===== src/rtl/vga_clk_generator.sv =====
// rtl/vga_clk_generator.sv - VGA raster timing generator: pixel/line counters, syncs, blank and strobes
module vga_clk_generator #(
    parameter bit HPOL       = 1'b1,
    parameter bit VPOL       = 1'b1,
    parameter int FRAME_RATE = 85,
    parameter int HACTIVE    = 640,
    parameter int HFP        = 16,
    parameter int HSLEN      = 96,
    parameter int HBP        = 48,
    parameter int VACTIVE    = 480,
    parameter int VFP        = 10,
    parameter int VSLEN      = 2,
    parameter int VBP        = 33,
    parameter int CW         = 11
) (
    input  logic          pclk,
    input  logic          reset,
    output logic [CW-1:0] out_hcnt,
    output logic [CW-1:0] out_vcnt,
    output logic          out_hsync,
    output logic          out_vsync,
    output logic          out_blank,
    output logic          out_hcycle,
    output logic          out_vcycle
);

    localparam int HTOTAL = HACTIVE + HFP + HSLEN + HBP;
    localparam int VTOTAL = VACTIVE + VFP + VSLEN + VBP;

    // Thresholds carry one extra bit so a sync window ending exactly at
    // 2^CW (zero back porch, full-width total) does not wrap to zero.
    localparam logic [CW:0]   H_ACT_END = (CW+1)'(HACTIVE);
    localparam logic [CW:0]   HS_START  = (CW+1)'(HACTIVE + HFP);
    localparam logic [CW:0]   HS_END    = (CW+1)'(HACTIVE + HFP + HSLEN);
    localparam logic [CW:0]   V_ACT_END = (CW+1)'(VACTIVE);
    localparam logic [CW:0]   VS_START  = (CW+1)'(VACTIVE + VFP);
    localparam logic [CW:0]   VS_END    = (CW+1)'(VACTIVE + VFP + VSLEN);
    localparam logic [CW-1:0] H_LAST    = CW'(HTOTAL - 1);
    localparam logic [CW-1:0] V_LAST    = CW'(VTOTAL - 1);

    // Reject geometries the counters cannot represent at elaboration time.
    if (HTOTAL > (1 << CW) || VTOTAL > (1 << CW)) begin : g_bad_width
        $error("vga_clk_generator: HTOTAL/VTOTAL exceed counter width CW");
    end
    if (FRAME_RATE <= 0 || HACTIVE <= 0 || VACTIVE <= 0) begin : g_bad_geom
        $error("vga_clk_generator: FRAME_RATE, HACTIVE and VACTIVE must be positive");
    end

    logic [CW-1:0] hcnt_q, hcnt_d;
    logic [CW-1:0] vcnt_q, vcnt_d;
    logic          line_end;
    logic [CW:0]   hx, vx;

    // Next-count logic: column wraps at the line end, line advances only then.
    always_comb begin
        hcnt_d   = hcnt_q;
        vcnt_d   = vcnt_q;
        line_end = (hcnt_q == H_LAST);
        if (line_end) begin
            hcnt_d = '0;
            if (vcnt_q == V_LAST) begin
                vcnt_d = '0;
            end else begin
                vcnt_d = vcnt_q + CW'(1);
            end
        end else begin
            hcnt_d = hcnt_q + CW'(1);
        end
    end

    // Counter registers; reset parks the raster at the top-left pixel.
    always_ff @(posedge pclk or posedge reset) begin
        if (reset) begin
            hcnt_q <= '0;
            vcnt_q <= '0;
        end else begin
            hcnt_q <= hcnt_d;
            vcnt_q <= vcnt_d;
        end
    end

    // Zero-latency decode so every output lines up with the counters it came from.
    always_comb begin
        hx         = {1'b0, hcnt_q};
        vx         = {1'b0, vcnt_q};
        out_hcnt   = hcnt_q;
        out_vcnt   = vcnt_q;
        out_hsync  = ((hx >= HS_START) && (hx < HS_END)) ? HPOL : ~HPOL;
        out_vsync  = ((vx >= VS_START) && (vx < VS_END)) ? VPOL : ~VPOL;
        out_blank  = (hx >= H_ACT_END) || (vx >= V_ACT_END);
        out_hcycle = line_end;
        out_vcycle = line_end && (vcnt_q == V_LAST);
    end

endmodule


===== config.mk =====
export PLATFORM = sky130hd
export DESIGN_NAME = vga_clk_generator
export DESIGN_NICKNAME = d
export VERILOG_FILES = /design/src/rtl/vga_clk_generator.sv
export SDC_FILE = /design/constraint.sdc
export NUM_CORES = 1
export LEC_CHECK = 0
export CAP_MARGIN = 20
export CELL_PAD_IN_SITES_DETAIL_PLACEMENT = 1
export CELL_PAD_IN_SITES_GLOBAL_PLACEMENT = 1
export CORE_UTILIZATION = 32
export CTS_CLUSTER_DIAMETER = 40
export DETAILED_ROUTE_END_ITERATION = 8
export GPL_TIMING_DRIVEN = 1
export PLACE_DENSITY_LB_ADDON = 0.1
export SLEW_MARGIN = 20
export SYNTH_ARGS = -nofsm -noshare
export SYNTH_HDL_FRONTEND = slang
export SYNTH_SLANG_ARGS = --single-unit

===== constraint.sdc =====
create_clock -name pclk -period 4.29 [get_ports pclk]
set_clock_uncertainty 0.05 [all_clocks]
set_input_delay 0.429 -clock pclk [delete_from_list [all_inputs] [get_ports pclk]]
set_output_delay 0.429 -clock pclk [all_outputs]
set_load 0.01 [all_outputs]

Word level (Yosys, flattened, before mapping)
Cells that the tools add are included.
- reduce and logical (&&, ||, !) cells: 4
- add/sub/neg operators: 2
- order comparisons: 6
- equal/unequal tests: 2
- multiplexer cells: 4
- operator list (operator ; count):
    $add A11 B1 Y11 const B ; 2
    $eq A11 B10 Y1 const B ; 2
    $ge A11 B10 Y1 const B ; 2
    $ge A11 B9 Y1 const B ; 2
    $mux W11 ; 2
    $lt A11 B10 Y1 const B ; 1
    $lt A11 B9 Y1 const B ; 1
    $logic_and A1 B1 Y1 ; 3
    $mux W1 ; 2
    $logic_or A1 B1 Y1 ; 1
- output and inout port bits: 27
- flip-flop bits (word level): 22
- input port bits: 2

Depth between registers and ports, before layout
Gate-level depths: netlist of run 1.
- word-level depth: 3
- mapped depth: 7

Worst setup path after synthesis of run 1
OpenSTA, ideal clock, no wires.
- kind: register -> output
- start point: reg vcnt_q[4], in the netlist out_vcnt[4]
- end point: out out_vsync
- required time: 3.811 ns
- slack: 2.274 ns
- path buffers: 0
- cell stages (with the launch flop): 3
- arrival: 1.537 ns
- path through: dfrtp_1 -> or4b_2 -> nor4_1
- cells in the longest elaborated chain, start to end: 3
- RTL lines (element ; line ; source):
    start, declared ; 50 ; logic [CW-1:0] vcnt_q, vcnt_d;
    start signal, assigned ; 78 ; vcnt_q <= vcnt_d;
    $ge A11 B9 Y1 or $lt A11 B9 Y1 (tied branches) ; 89 ; out_vsync = ((vx >= VS_START) && (vx < VS_END)) ? VPOL : ~VPOL;
    $logic_and A1 B1 Y1 * ; 89 ;
    $mux W1 * ; 89 ;
    end, declared ; 21 ; output logic out_vsync,
Every way passes the cells marked *; elsewhere a longest branch is shown, timed or not.

Worst setup path in the final report of run 1
- start point: reg hcnt_q[0], in the netlist out_hcnt[0]
- end point: out out_hcycle
- cells in the longest elaborated chain, start to end: 1
- RTL lines (element ; line ; source):
    start, declared ; 49 ; logic [CW-1:0] hcnt_q, hcnt_d;
    start signal, assigned ; 77 ; hcnt_q <= hcnt_d;
    $eq A11 B10 Y1 ; 58 ; line_end = (hcnt_q == H_LAST);
    end, declared ; 23 ; output logic out_hcycle,
No other way between the ends.

==> impl_results.md, run 1 <==
- Outcome: completed
- Final HPWL from detailed placement: 2110 µm
- Worst path slowest cell: clkdlybuf4s50_1
- Buffers on Ports: 28
- Syn Area/Cell: 10.2 µm²
- Ant. Diodes: 0
- Syn-to-layout area delta: 30.3%
- GR Overflow Total: 0
- Synth top cells by count: dfrtp_1 (22), nand3_1 (12), inv_1 (9)
- Leak: 0.000661 µW
- Core Region: 0.00366 mm²
- Synth cell types: 33
- Clk Latency, worst-skew pair: 0.27 ns
- Req. time, crit path: 3.81 ns
- Root Driver: clkbuf_8
- Endpoints failing setup: 0
- Final Power: 410 µW
- Worst Hold Launch: out_vcnt[8]$_DFFE_PP0P_
- Register share of total power: 50.5%
- Number of gates resized after CTS: 0
- Worst slew pin tran: 0.857 ns
- Cell Area, Synth: 0.00121 mm²
- Routed WL: 2940 µm
- Switching pwr: 77.5 µW
- FILL cells: 415
- Drt wl/cell: 15.1 µm
- First-pass GRT wire length: 4860 µm
- Pwr Density: 259 mW/mm²
- Largest area contributor in the synthesized netlist: dfrtp_1
- Slowest Stage Delay on Critical Path: 0.62 ns
- Peak Freq: 303 MHz
- Largest net degree at the start of global routing: 23
- Reg2reg start: out_hcnt[0]$_DFF_PP0_
- Sequential share of the synthesized area: 45.3%
- Drc violations: 0
- Final Hold Vio Count: 0
- Io pins: 29
- Chip Height: 63.6 µm
- First-pass DRT Iterations: 4
- Initial antenna violation count: 0
- Net Count, Synth: 126
- Final Cycle Share: 76.8%
- Initial Util: 33.2%
- Kind of critical path: reg2out
- Crit Reg-Reg Endpoint: out_vcnt[7]$_DFFE_PP0P_
- Hold Path Sink: out_vcnt[8]$_DFFE_PP0P_
- CTS H-tree lvls: 1
- Prevailing post-synth register cell: dfrtp_1
- Unrepaired setup endpoints after global routing: false
- Seq cells post-synth: 22
- Max-cap violations: 0
- Num CTS Buffers: 3
- Worst setup SP type: flop
- Via count: 1001
- Via density: 5.13
- Share of post-route cells with drive strength above 1: 6.80%
- Top area cells in the synthesized netlist: dfrtp_1 (45%), ha_1 (5.1%), xnor2_1 (5.0%)
- Worst min path class: reg2reg
- FF-to-FF path depth: 6
- Internal: 333 µW
- Ys Warns: 0
- Async set-or-reset flop fraction in the synthesized netlist: 100%
- Arr. time, crit path: 2.82 ns
- CTS tree: yes
- CTS max path bufs: 2
- Die Area: 0.00405 mm²
- Most instantiated library cell after synthesis: dfrtp_1
- Worst-path cell chain: ha_1 > and4_4 > nand4b_1 > inv_1 > clkdlybuf4s50_1
- GPL Wtd Cong: 0.734
- Vias in the first global route: 962
- Setup bufs post-CTS: 0
- VDD IR max: 0.000122 V
- Max-slew violations: 0
- Min Tclk post-route: 3.30 ns
- Switching Fraction: 18.9%
- Die W: 63.6 µm
- Initial DRC count: 29
- Syn Inst Count: 119
- Post-synth top area share: 45.3%
- Total track usage: 15.6%
- Critical path endpoint category: output port
- Clock slew at reported path FFs: 0.09 ns
- Slew margin rel.: 42.8%
- Clock power frac: 48.3%
- Clk sinks: 22
- EDFF count, synth: 0
- Hold Path Stages: 1
- Crit path max fanout: 14
- Post-route setup TNS: 0 ns
- Hold_buf cts: 0
- R2R Setup Slk: 1.85 ns
- Power share of the combinational group: 1.2%
- Antenna-violating nets left: 0
- Fin nets: 155
- Rows: 22
==> worst max-delay path by stage <==
stage,start,to,cells after the start,slack [ns]
finish,out_hcnt[0]$_DFF_PP0_,out_hcycle,5,0.99
global route,out_hcnt[0]$_DFF_PP0_,out_hcycle,5,0.79
CTS,out_hcnt[0]$_DFF_PP0_,out_hcycle,5,0.97
detailed placement,out_hcnt[0]$_DFF_PP0_,out_hcycle,5,1.29
global placement,out_hcnt[0]$_DFF_PP0_,out_hcycle,5,1.33
floorplan,out_vcnt[4]$_DFFE_PP0P_,out_vsync,2,2.27
==> flip-flops by register name, indices dropped and copies added, names as in the netlist <==
register and flops:
out_vcnt 11, out_hcnt 11
==> cell usage in the layout, fill, tap and decap left out, types with 2 or more instances in the layout <==
| master | n |
|---|---|
| clkbuf_8 | 3 |
| nor4b_1 | 2 |
| nor3_1 | 4 |
| o21ai_0 | 8 |
| xor2_1 | 5 |
| a31oi_1 | 4 |
| nand3_1 | 12 |
| nand4_1 | 6 |
| xnor2_1 | 7 |
| nand2_1 | 8 |
| inv_1 | 9 |
| clkdlybuf4s50_1 | 28 |
| nor2_1 | 6 |
| dfrtp_1 | 22 |
| ha_1 | 5 |
==> layer usage <==
layer | wire, µm | global-route usage [%] | vias to the layer above | part of all wire [%]
met2 | 1360 | 23.9 | 17 | 46
li1 | - | - | 483 | -
met5 | 0 | 0 | - | 0
met4 | 35 | 5.97 | 0 | 1.2
met1 | 1450 | 21.6 | 497 | 49
met3 | 92 | 2.72 | 4 | 3.1
==> worst max-delay path: cells and delay by family, from the launching register on <==
kind          cells  cell delay, ns
flops             1            0.45
buf+inv           2            1.14
simple gates      2            0.68
fa+ha+maj         1            0.27
==> metrics by stage <==
stage	instance area [µm²]	setup WS [ns]	std cells	utilization, %	hold WS (ns)
floorplan	1210	2.27	119	-	0.368
global placement	1510	1.33	191	41.3	0.463
detailed placement	1510	1.29	191	41.3	0.468
CTS	1580	0.966	195	43.2	0.482
global route	1580	0.792	195	43.2	0.537
finish	1580	0.995	195	43.2	0.485
==> layout make-up <==
cell class | instances | area, µm² | area share, %
multi-input combinational | 84 | 587 | 37.1
sequential | 22 | 551 | 34.8
timing repair buffer | 28 | 280 | 17.7
tap | 48 | 60.1 | 3.79
clock buffer | 3 | 41.3 | 2.61
inverter | 9 | 33.8 | 2.13
clock inverter | 1 | 30.0 | 1.90
==> cell families after synthesis <==
group / Yosys count / synth area share, %
adders and majority gates: 5 / 5.15
AOI/OAI and AO/OA: 17 / 8.55
and+or+nand+nor: 50 / 26.0
xor gates and xnor gates: 12 / 8.65
buffers and inverters: 13 / 6.38
DFF: 22 / 45.3
==> power by group through the flow <==
stage          registers (µW)  logic (µW)  clock network (µW)
6_report                  207        4.94                 198
5_1_grt                   207        5.95                 213
4_1_cts                   207        5.46                 206
3_5_place_dp              211        5.43                   0
3_3_place_gp              211        5.43                   0
2_1_floorplan             211        3.10                   0
Note: power is estimated with default switching activity, not from simulation.
==> run 2: changes to the inputs <==
==> constraint.sdc (replaced) <==
create_clock -name pclk -period 2.9 [get_ports pclk]
set_clock_uncertainty 0.05 [all_clocks]
set_input_delay 0.29 -clock pclk [delete_from_list [all_inputs] [get_ports pclk]]
set_output_delay 0.29 -clock pclk [all_outputs]
set_load 0.01 [all_outputs]
==> run 2 against run 1 <==
Effect of this change: cell count up 2.1%; largest cell class unchanged; power up 31%; critical path type unchanged; non-clock buffer count up 4; combinational power up 50%; largest power group unchanged; die area unchanged; final area up 0.87%; critical endpoint is now out_vsync; highest routed layer unchanged; sequential power up 48%.
==> impl_results.md, run 2 (synthesized netlist as in run 1, its figures left out) <==
- Outcome: completed
- R2R Setup Slk: 0.89 ns (-0.96 ns)
- Hold_buf cts: 0 (unchanged)
- Register area: 551 µm² (unchanged)
- Ant. Diodes: 0 (unchanged)
- Fin nets: 159 (+2.6%)
- Top Metal Used: met4
- Design area: 0.00160 mm² (+0.87%)
- First-pass DRT Iterations: 4 (unchanged)
- Die W: 63.6 µm (unchanged)
- Wl on met1: 1530 µm (+5.7%)
- Max-cap violations: 0 (unchanged)
- Clock slew at reported path FFs: 0.08 ns (about the same)
- Drt wl/cell: 15.1 µm (+0.59%)
- Min Tclk post-route: 2.59 ns
- Final Hold Vio Count: 0 (unchanged)
- Routed WL: 3010 µm (+2.7%)
- Pwr Density: 336 mW/mm² (+29%)
- Via density: 5.27 (+2.7%)
- Met3 routed wirelength: 79 µm (-14%)
- Post-route setup TNS: 0 ns (unchanged)
- Endpoints failing setup: 0 (unchanged)
- Drc violations: 0 (unchanged)
- CTS tree: yes
- Core Region: 0.00366 mm² (unchanged)
- Worst setup SP type: flop
- Kind of critical path: reg2out
- Total track usage: 16.0% (+0.36 points)
- Buffers on Ports: 28 (unchanged)
- Worst min path class: in2async
- Final HPWL from detailed placement: 2120 µm (+0.11%)
- Initial Util: 33.2% (unchanged)
- Crit Reg-Reg Endpoint: out_vcnt[9]$_DFFE_PP0P_
- Clk sinks: 22 (unchanged)
- Num CTS Buffers: 3 (unchanged)
- GR Overflow Total: 0 (unchanged)
- Largest net degree at the start of global routing: 23 (unchanged)
- CTS max path bufs: 2 (unchanged)
- Leading cell type in the layout, fill and taps excluded: clkdlybuf4s50_1
- Chip Height: 63.6 µm (unchanged)
- Core Util, Final: 43.6% (+0.38 points)
- VDD IR max: 0.000229 V (+88%)
- Req. time, crit path: 2.56 ns (-1.25 ns)
- Vias in the first global route: 1006 (+4.6%)
- Antenna-violating nets left: 0 (unchanged)
- Rows: 22 (unchanged)
- Leak: 0.000672 µW (+1.7%)
- Unrepaired setup endpoints after global routing: false
- FILL cells: 418 (+0.72%)
- Crit path max fanout: 8 (-6)
- Slowest Stage Delay on Critical Path: 0.69 ns (+0.07 ns)
- CP Launch Point: out_vcnt[4]$_DFFE_PP0P_
- Worst hold margin: 0.464 ns (-0.0207 ns)
- Reg2reg start: out_hcnt[0]$_DFF_PP0_
- Die Area: 0.00405 mm² (unchanged)
- Initial antenna violation count: 0 (unchanged)
- Placed cell area: 0.00153 mm² (+0.99%)
- Slew margin rel.: 41.6% (-1.2 points)
- Share of post-route cells with drive strength above 1: 9.27% (+2.5 points)
- Worst slew pin tran: 0.875 ns (+0.0187 ns)
- Io pins: 29 (unchanged)
- Clk Latency, worst-skew pair: 0.26 ns (about the same)
- Final Cycle Share: 89.2%
- Peak Freq: 387 MHz
- Arr. time, crit path: 2.25 ns (-0.57 ns)
- Met2 Wirelength: 1380 µm (+1.6%)
- Worst path slowest cell: or4b_2
- Critical path endpoint category: output port
- Worst-path cell chain: or4b_2 > nor4_1 > clkdlybuf4s50_1
- Syn-to-layout area delta: 31.4%
- Via count: 1049 (+4.8%)
- Multi-input gate area: 587 µm² (unchanged)
- Critical Path End: out_vsync
- First-pass GRT wire length: 5000 µm (+2.7%)
- GPL Wtd Cong: 0.791 (+7.7%)
- Number of gates resized after CTS: 0 (unchanged)
- FF-to-FF path depth: 6 (unchanged)
- Initial DRC count: 30 (+3.4%)
- Max-slew violations: 0 (unchanged)
- CTS H-tree lvls: 1 (unchanged)
- Most frequent cells in the layout: clkdlybuf4s50_1 (28), dfrtp_1 (22), nand3_1 (12), inv_1 (9)
- Root Driver: clkbuf_8
run 2: how the worst min path moves through the flow:
stage / to / from
floorplan: out_hcnt[0]$_DFF_PP0_ / reset
global placement: out_hcnt[0]$_DFF_PP0_ / out_hcnt[0]$_DFF_PP0_
detailed placement: out_hcnt[0]$_DFF_PP0_ / out_hcnt[0]$_DFF_PP0_
CTS: out_hcnt[0]$_DFF_PP0_ / out_hcnt[0]$_DFF_PP0_
global route: out_hcnt[0]$_DFF_PP0_ / out_hcnt[0]$_DFF_PP0_
finish: out_hcnt[10]$_DFF_PP0_ / reset
run 2: area by class of cell:
| cell class | count | area share, % |
|---|---|---|
| clock buffer | 4 | 3.45 |
| inverter | 9 | 2.12 |
| multi-input combinational | 84 | 36.8 |
| sequential | 22 | 34.5 |
| tap | 48 | 3.76 |
| timing repair buffer | 32 | 19.4 |
run 2: per-stage QoR:
step / worst slack (ns) / cells / power (µW)
final: 0.313 / 199 / 536
after global routing: 0.0942 / 199 / 565
after CTS: 0.230 / 197 / 546
after detailed placement: 0.535 / 193 / 321
after global placement: 0.631 / 193 / 321
after floorplan: 1.02 / 119 / 317
run 2: report_power, final:
group,total (µW),switching [µW],internal (µW)
sequential,306,0,306
combinational,7.41,6.17,1.24
clock,222,101,121
total,536,107,429
run 2: what timing repair did:
action,in CTS,in global routing
setup buffers,0,2
endpoints found under the setup margin,0,1
endpoints found under the hold margin,0,0
run 2: worst max-delay path: cells and delay by family, from the launching register on:
| family | cells | cell delay [ns] |
|---|---|---|
| buffers and inverters | 1 | 0.59 |
| DFF | 1 | 0.46 |
| and+or+nand+nor | 2 | 0.95 |
run 2: per-layer routing:
layer	up-vias	track usage, %
li1	493	-
met1	537	23.1
met2	17	23.9
met3	2	2.90
met4	0	4.55
met5	-	0
==> variant 1: new RTL, flow settings as in run 2 <==
The parameter `CW` goes from 11 to 12.
--- a/src/rtl/vga_clk_generator.sv
+++ b/src/rtl/vga_clk_generator.sv
@@ -13,3 +13,3 @@
     parameter int VBP        = 33,
-    parameter int CW         = 11
+    parameter int CW         = 12
 ) (
Interface: changed (resized out_hcnt and out_vcnt); port bits go from 29 to 31. The function was not compared with the original's and may differ.
==> variant 1 against run 2 <==
  * Via count increased by 13%
  * Worst hold slack worse by 0.10 ns
  * Fmax shrank 4.8%
  * Total power up 7.8%
  * Wire length up 21%
  * Register-to-register slack improved by 0.06 ns
  * Area after synthesis grew 10%
  * Final cell count up 11%
  * Setup slack lost 0.13 ns
  * Largest power group unchanged
  * Largest cell class unchanged
  * Sequential power increased by 9.2%
  * Design area increased by 8.8%
  * Sequential cell count grew 2
==> variant 1: results (changes against run 2) <==
** Outcome
- Outcome: finished, final reports clean (unchanged).

** Critical path
- Worst Path Max Fanout :: 10 (was 8)
- The critical path data arrival time is 2.38 ns (was 2.25 ns).
- The largest incremental delay on the critical path was 0.54 ns (was 0.69 ns).
- The cell with the largest stage delay on the worst path is clkdlybuf4s50_1 (was or4b_2).

** GRT
- First-pass GRT wire length :: 6090 um (was 5000 um)
- The overall track demand over capacity in global routing was 0.183 (was 0.160).
- Via count of the first global-routing pass :: 1,202 (was 1,006)
- The maximum number of pins on one net before global-route repair came to 25 (was 23).

** Synthesis
- Top cells by area, synth: dfrtp_1 (45%), xor2_1 (6.5%), ha_1 (4.7%), nand3_1 (3.7%), nand2_1 (3.4%) (was dfrtp_1 (45%), ha_1 (5.1%), xnor2_1 (5.0%), nand3_1 (4.9%), xor2_1 (3.6%)).
- Register area share after synthesis :: 0.449 (was 0.453)
- The net count of the mapped netlist is 148 (was 126).
- Top cell types by occurrence after synthesis :: dfrtp_1 (24), nand2_1 (12), inv_1 (10), nand3_1 (10), xor2_1 (10) (was dfrtp_1 (22), nand3_1 (12), inv_1 (9), nand2_1 (8), o21ai_0 (8))
- Distinct cells, synth :: 36 (was 33)

** Place
- Worst setup slack before clock tree synthesis :: 0.386 ns (was 0.535 ns)
- The count of port buffers added during placement is 30 (was 28).
- Placer congestion estimate :: 0.824 (was 0.791)
- Final HPWL DP :: 2670 um (was 2120 um)
- The total placed instance area came to 0.00168 mm2 (was 0.00153 mm2).

** Detailed routing
- The routed via count divided by cell count was 5.35 (was 5.27).
- DRC violation total after the first TritonRoute iteration :: 51 (was 30)
- The final routed wire length divided by cell count was 16.5 um (was 15.1 um).

** Power
- Reported leakage power :: 0.711 nW (was 0.672 nW)
- The largest voltage drop on the vdd net came to 0.000156 V (was 0.000229 V).
- Net Switching :: 121 uW (was 107 uW)

** STA
- Slew HR :: 0.382 (was 0.416)

** Cells and area
- Net count of the finished layout :: 179 (was 159)
- The share of final-layout standard cells stronger than drive strength 1 came to 0.0585 (was 0.0927).
## variant 1: changes by cell type in the layout (fill, tap and decap cells not counted), sizes merged, moves of 3 or more
cell	before	now
and3	1	6
buf	4	0
nand2	8	12
nor3	4	9
xnor2	7	4
xor2	5	10
## variant 1: layer usage
metal | vias up | wire length [um] | track usage | part of all wire
met1 | 595 | 1790 | 0.257 | 0.49
met5 | - | 0 | 0 | 0
met2 | 23 | 1720 | 0.289 | 0.47
met3 | 2 | 113 | 0.0291 | 0.031
li1 | 562 | - | - | -
met4 | 0 | 19 | 0.0479 | 0.0052
## variant 1: logic make-up (layout without fill, tap and decap cells)
kind of cell / count (synthesis) / after routing / share of synthesized area
AND/OR/NAND/NOR: 66 / 66 / 0.287
XOR/XNOR: 14 / 14 / 0.0916
AO/OA/AOI/OAI: 18 / 18 / 0.0785
buffers and inverters: 14 / 44 / 0.0477
adder cells (fa/ha/maj): 5 / 5 / 0.0467
flip-flops: 24 / 24 / 0.449
## variant 1: final timing paths
check / start / endpoint / slack, ns / cells after the start
min in group pclk: out_vcnt[10] / out_vcnt[10] / 0.50 / 1
worst min-delay path: reset / out_vcnt[8] / 0.36 / 2
worst max register to register: out_hcnt[0] / out_vcnt[9] / 0.95 / 5
worst min register to register: out_vcnt[10] / out_vcnt[10] / 0.50 / 1
worst max-delay path: out_hcnt[0] / out_vcycle / 0.18 / 5
max in group asynchronous: reset / out_hcnt[2] / 2.01 / 2
## variant 1: repair_timing
item                       in CTS  in global routing
setup endpoints to repair       0                  1
hold buffers                    0                  0
resized for setup               0                  1
## variant 1: area by class of cell
type                       instances  area (um2)
tap                               50        62.6
inverter                          10        37.5
clock buffer                       4        55.1
timing repair buffer              30         300
sequential                        24         601
multi-input combinational        103         681
fill                             462        2260
## variant 1: per-stage QoR
step / utilization / std cells / power (mW) / hold WS, ns
final: 0.434 / 221 / 0.577 / 0.364
after global routing: 0.434 / 221 / 0.595 / 0.445
after CTS: 0.433 / 221 / 0.585 / 0.511
after detailed placement: 0.419 / 217 / 0.350 / 0.493
after global placement: 0.419 / 217 / 0.350 / 0.464
after floorplan: - / 141 / 0.346 / 0.255
## variant 1: worst reg2reg max path: stages, from the launching register on
cell and delay [ns]:
dfrtp_1 0.45, ha_1 0.26, and4_1 0.28, nand3_1 0.33, o31a_1 0.39, a31oi_1 0.13
## variant 1: power groups by stage
stage / registers, mW / clock network (mW) / logic [mW]
2_1_floorplan: 0.341 / 0 / 0.00498
3_3_place_gp: 0.341 / 0 / 0.00860
3_5_place_dp: 0.341 / 0 / 0.00879
4_1_cts: 0.334 / 0.242 / 0.00876
5_1_grt: 0.334 / 0.251 / 0.0100
6_report: 0.334 / 0.235 / 0.00820
==> variant 2: new RTL, settings of run 2 <==
Without the edit above. Put a register stage on the output `out_vcnt`, without a reset. The value now appears one clock later. The other outputs are not delayed to match.
--- a/src/rtl/vga_clk_generator.sv
+++ b/src/rtl/vga_clk_generator.sv
@@ -39,2 +39,4 @@
     localparam logic [CW-1:0] V_LAST    = CW'(VTOTAL - 1);
+
+    logic [CW-1:0] out_vcnt_d;
 
@@ -86,3 +88,3 @@
         out_hcnt   = hcnt_q;
-        out_vcnt   = vcnt_q;
+        out_vcnt_d = vcnt_q;
         out_hsync  = ((hx >= HS_START) && (hx < HS_END)) ? HPOL : ~HPOL;
@@ -94,2 +96,6 @@
 
+    always_ff @(posedge pclk) begin
+        out_vcnt <= out_vcnt_d;
+    end
+
 endmodule
Formal check against the unedited RTL: same outputs for any inputs over 10 cycles, from zero or initial values and one cycle with reset high; that may be too few to reach the edited logic, so the function may still have changed.
==> variant 2 against run 2 <==
  * Design area increased by 15%
  * Fmax is 8.2% lower
  * Sequential cell count increased by 11
  * Area after synthesis up 12%
  * Total power is 83% higher
  * Wire length is 6.7% higher
  * Setup slack got worse by 0.23 ns
  * Sequential share of layout area rose by 7.6 points
  * Core utilization is 1.9 points higher
  * Sequential power increased by 50%
==> variant 2: results (changes against run 2) <==
** Outcome
- Outcome :: finished, final reports clean (unchanged)

** Critical path
- Setup crit end :: out_vcycle (was out_vsync)
- The reg-to-reg critical path endpoint is out_vcnt_d[8] (was out_vcnt[9]).
- The largest incremental delay on the critical path came to 0.54 ns (was 0.69 ns).
- The worst setup path startpoint was out_hcnt[5] (was out_vcnt[4]).
- The cell with the largest stage delay on the worst path was clkdlybuf4s50_1 (was or4b_2).
- The reg2reg setup slack was 0.62 ns (was 0.89 ns).

** Clock tree
- Later-pin clock latency in the skew report :: 0.28 ns (was 0.26 ns)
- The H-tree depth reported by CTS came to 2 (was 1).
- Total CTS buffers :: 5 (was 3)

** Synthesis
- Top cells by area, synth: dfrtp_1 (41%), dfxtp_1 (16%), xnor2_1 (5.2%), ha_1 (4.6%), nand3_1 (4.1%) (was dfrtp_1 (45%), ha_1 (5.1%), xnor2_1 (5.0%), nand3_1 (4.9%), xor2_1 (3.6%)).
- The proportion of synthesized flip-flops having asynchronous set or reset is 0.667 (was 1.00).
- Register area share after synthesis :: 0.568 (was 0.453)
- Avg Synthesized Cell Area :: 10.6 um2 (was 10.2 um2)

** Detailed routing
- The number of DRC markers after the initial detailed-route iteration was 33 (was 30).

** STA
- Transition at the pin with the smallest max-transition slack :: 0.904 ns (was 0.875 ns)
- Maximum frequency from static timing analysis :: 0.355 GHz (was 0.387 GHz)

** Power
- Peak supply drop :: 0.000227 V (was 0.000229 V)
- Reported leakage power :: 0.787 nW (was 0.672 nW)

** Cells and area
- The share of final-layout standard cells stronger than drive strength 1 was 0.0675 (was 0.0927).
- The number of nets in the layout is 169 (was 159).

** GRT
- Total routing usage reported by global routing :: 0.164 (was 0.160)
- Via count of the first global-routing pass :: 1,095 (was 1,006)

** Place
- Worst setup slack before clock tree synthesis :: 0.379 ns (was 0.535 ns)
- The total placed instance area came to 0.00170 mm2 (was 0.00153 mm2).
variant 2: changes by cell type after synthesis, moves of 2 or more:
cell      before  now
a31oi_1        4    2
and3_1         0    4
buf_6          2    0
dfxtp_1        0   11
nand3b_1       0    2
nor2_1         6    8
o21ai_0        8    6
o21ai_1        0    2
or3_1          1    3
or4_1          0    2
variant 2: kinds of logic (layout without fill, tap and decap cells):
kind of cell	count (synthesis)	count (layout)	share of synthesized area
flops	33	33	0.568
fa+ha+maj	5	5	0.0461
xor+xnor	13	13	0.0839
compound gates	15	15	0.0637
simple gates	50	50	0.200
buf+inv	12	47	0.0378
variant 2: power by group:
part	switching (mW)	internal [mW]	total (mW)	leakage (nW)
Clock	0.175	0.342	0.516	0.0681
Combinational	0.00635	0.00124	0.00759	0.337
Sequential	0	0.458	0.458	0.382
variant 2: through the flow:
| step | power, mW | hold slack [ns] |
|---|---|---|
| after floorplan | 0.472 | 0.229 |
| after global placement | 0.475 | 0.376 |
| after detailed placement | 0.475 | 0.375 |
| after CTS | 0.991 | 0.400 |
| after global routing | 1.01 | 0.423 |
| final | 0.981 | 0.414 |
variant 2: layout make-up:
cell class | count | area (um2) | area share
clock buffer | 5 | 68.8 | 0.0376
clock inverter | 3 | 65.1 | 0.0355
inverter | 9 | 35.0 | 0.0191
multi-input combinational | 83 | 534 | 0.292
sequential | 33 | 771 | 0.421
tap | 50 | 62.6 | 0.0342
timing repair buffer | 30 | 295 | 0.161
variant 2: worst max-delay path, delay by kind of cell (launching register included):
family	cells	cell delay, ns
AND/OR/NAND/NOR	3	1.18
buffers and inverters	1	0.54
flip-flops	1	0.47
variant 2: per-layer routing:
layer	GRT usage	vias to the layer above	wire, um
met5	0	-	0
met4	0.0638	0	48
met3	0.0548	5	144
met2	0.254	24	1510
met1	0.208	519	1510
li1	-	509	-
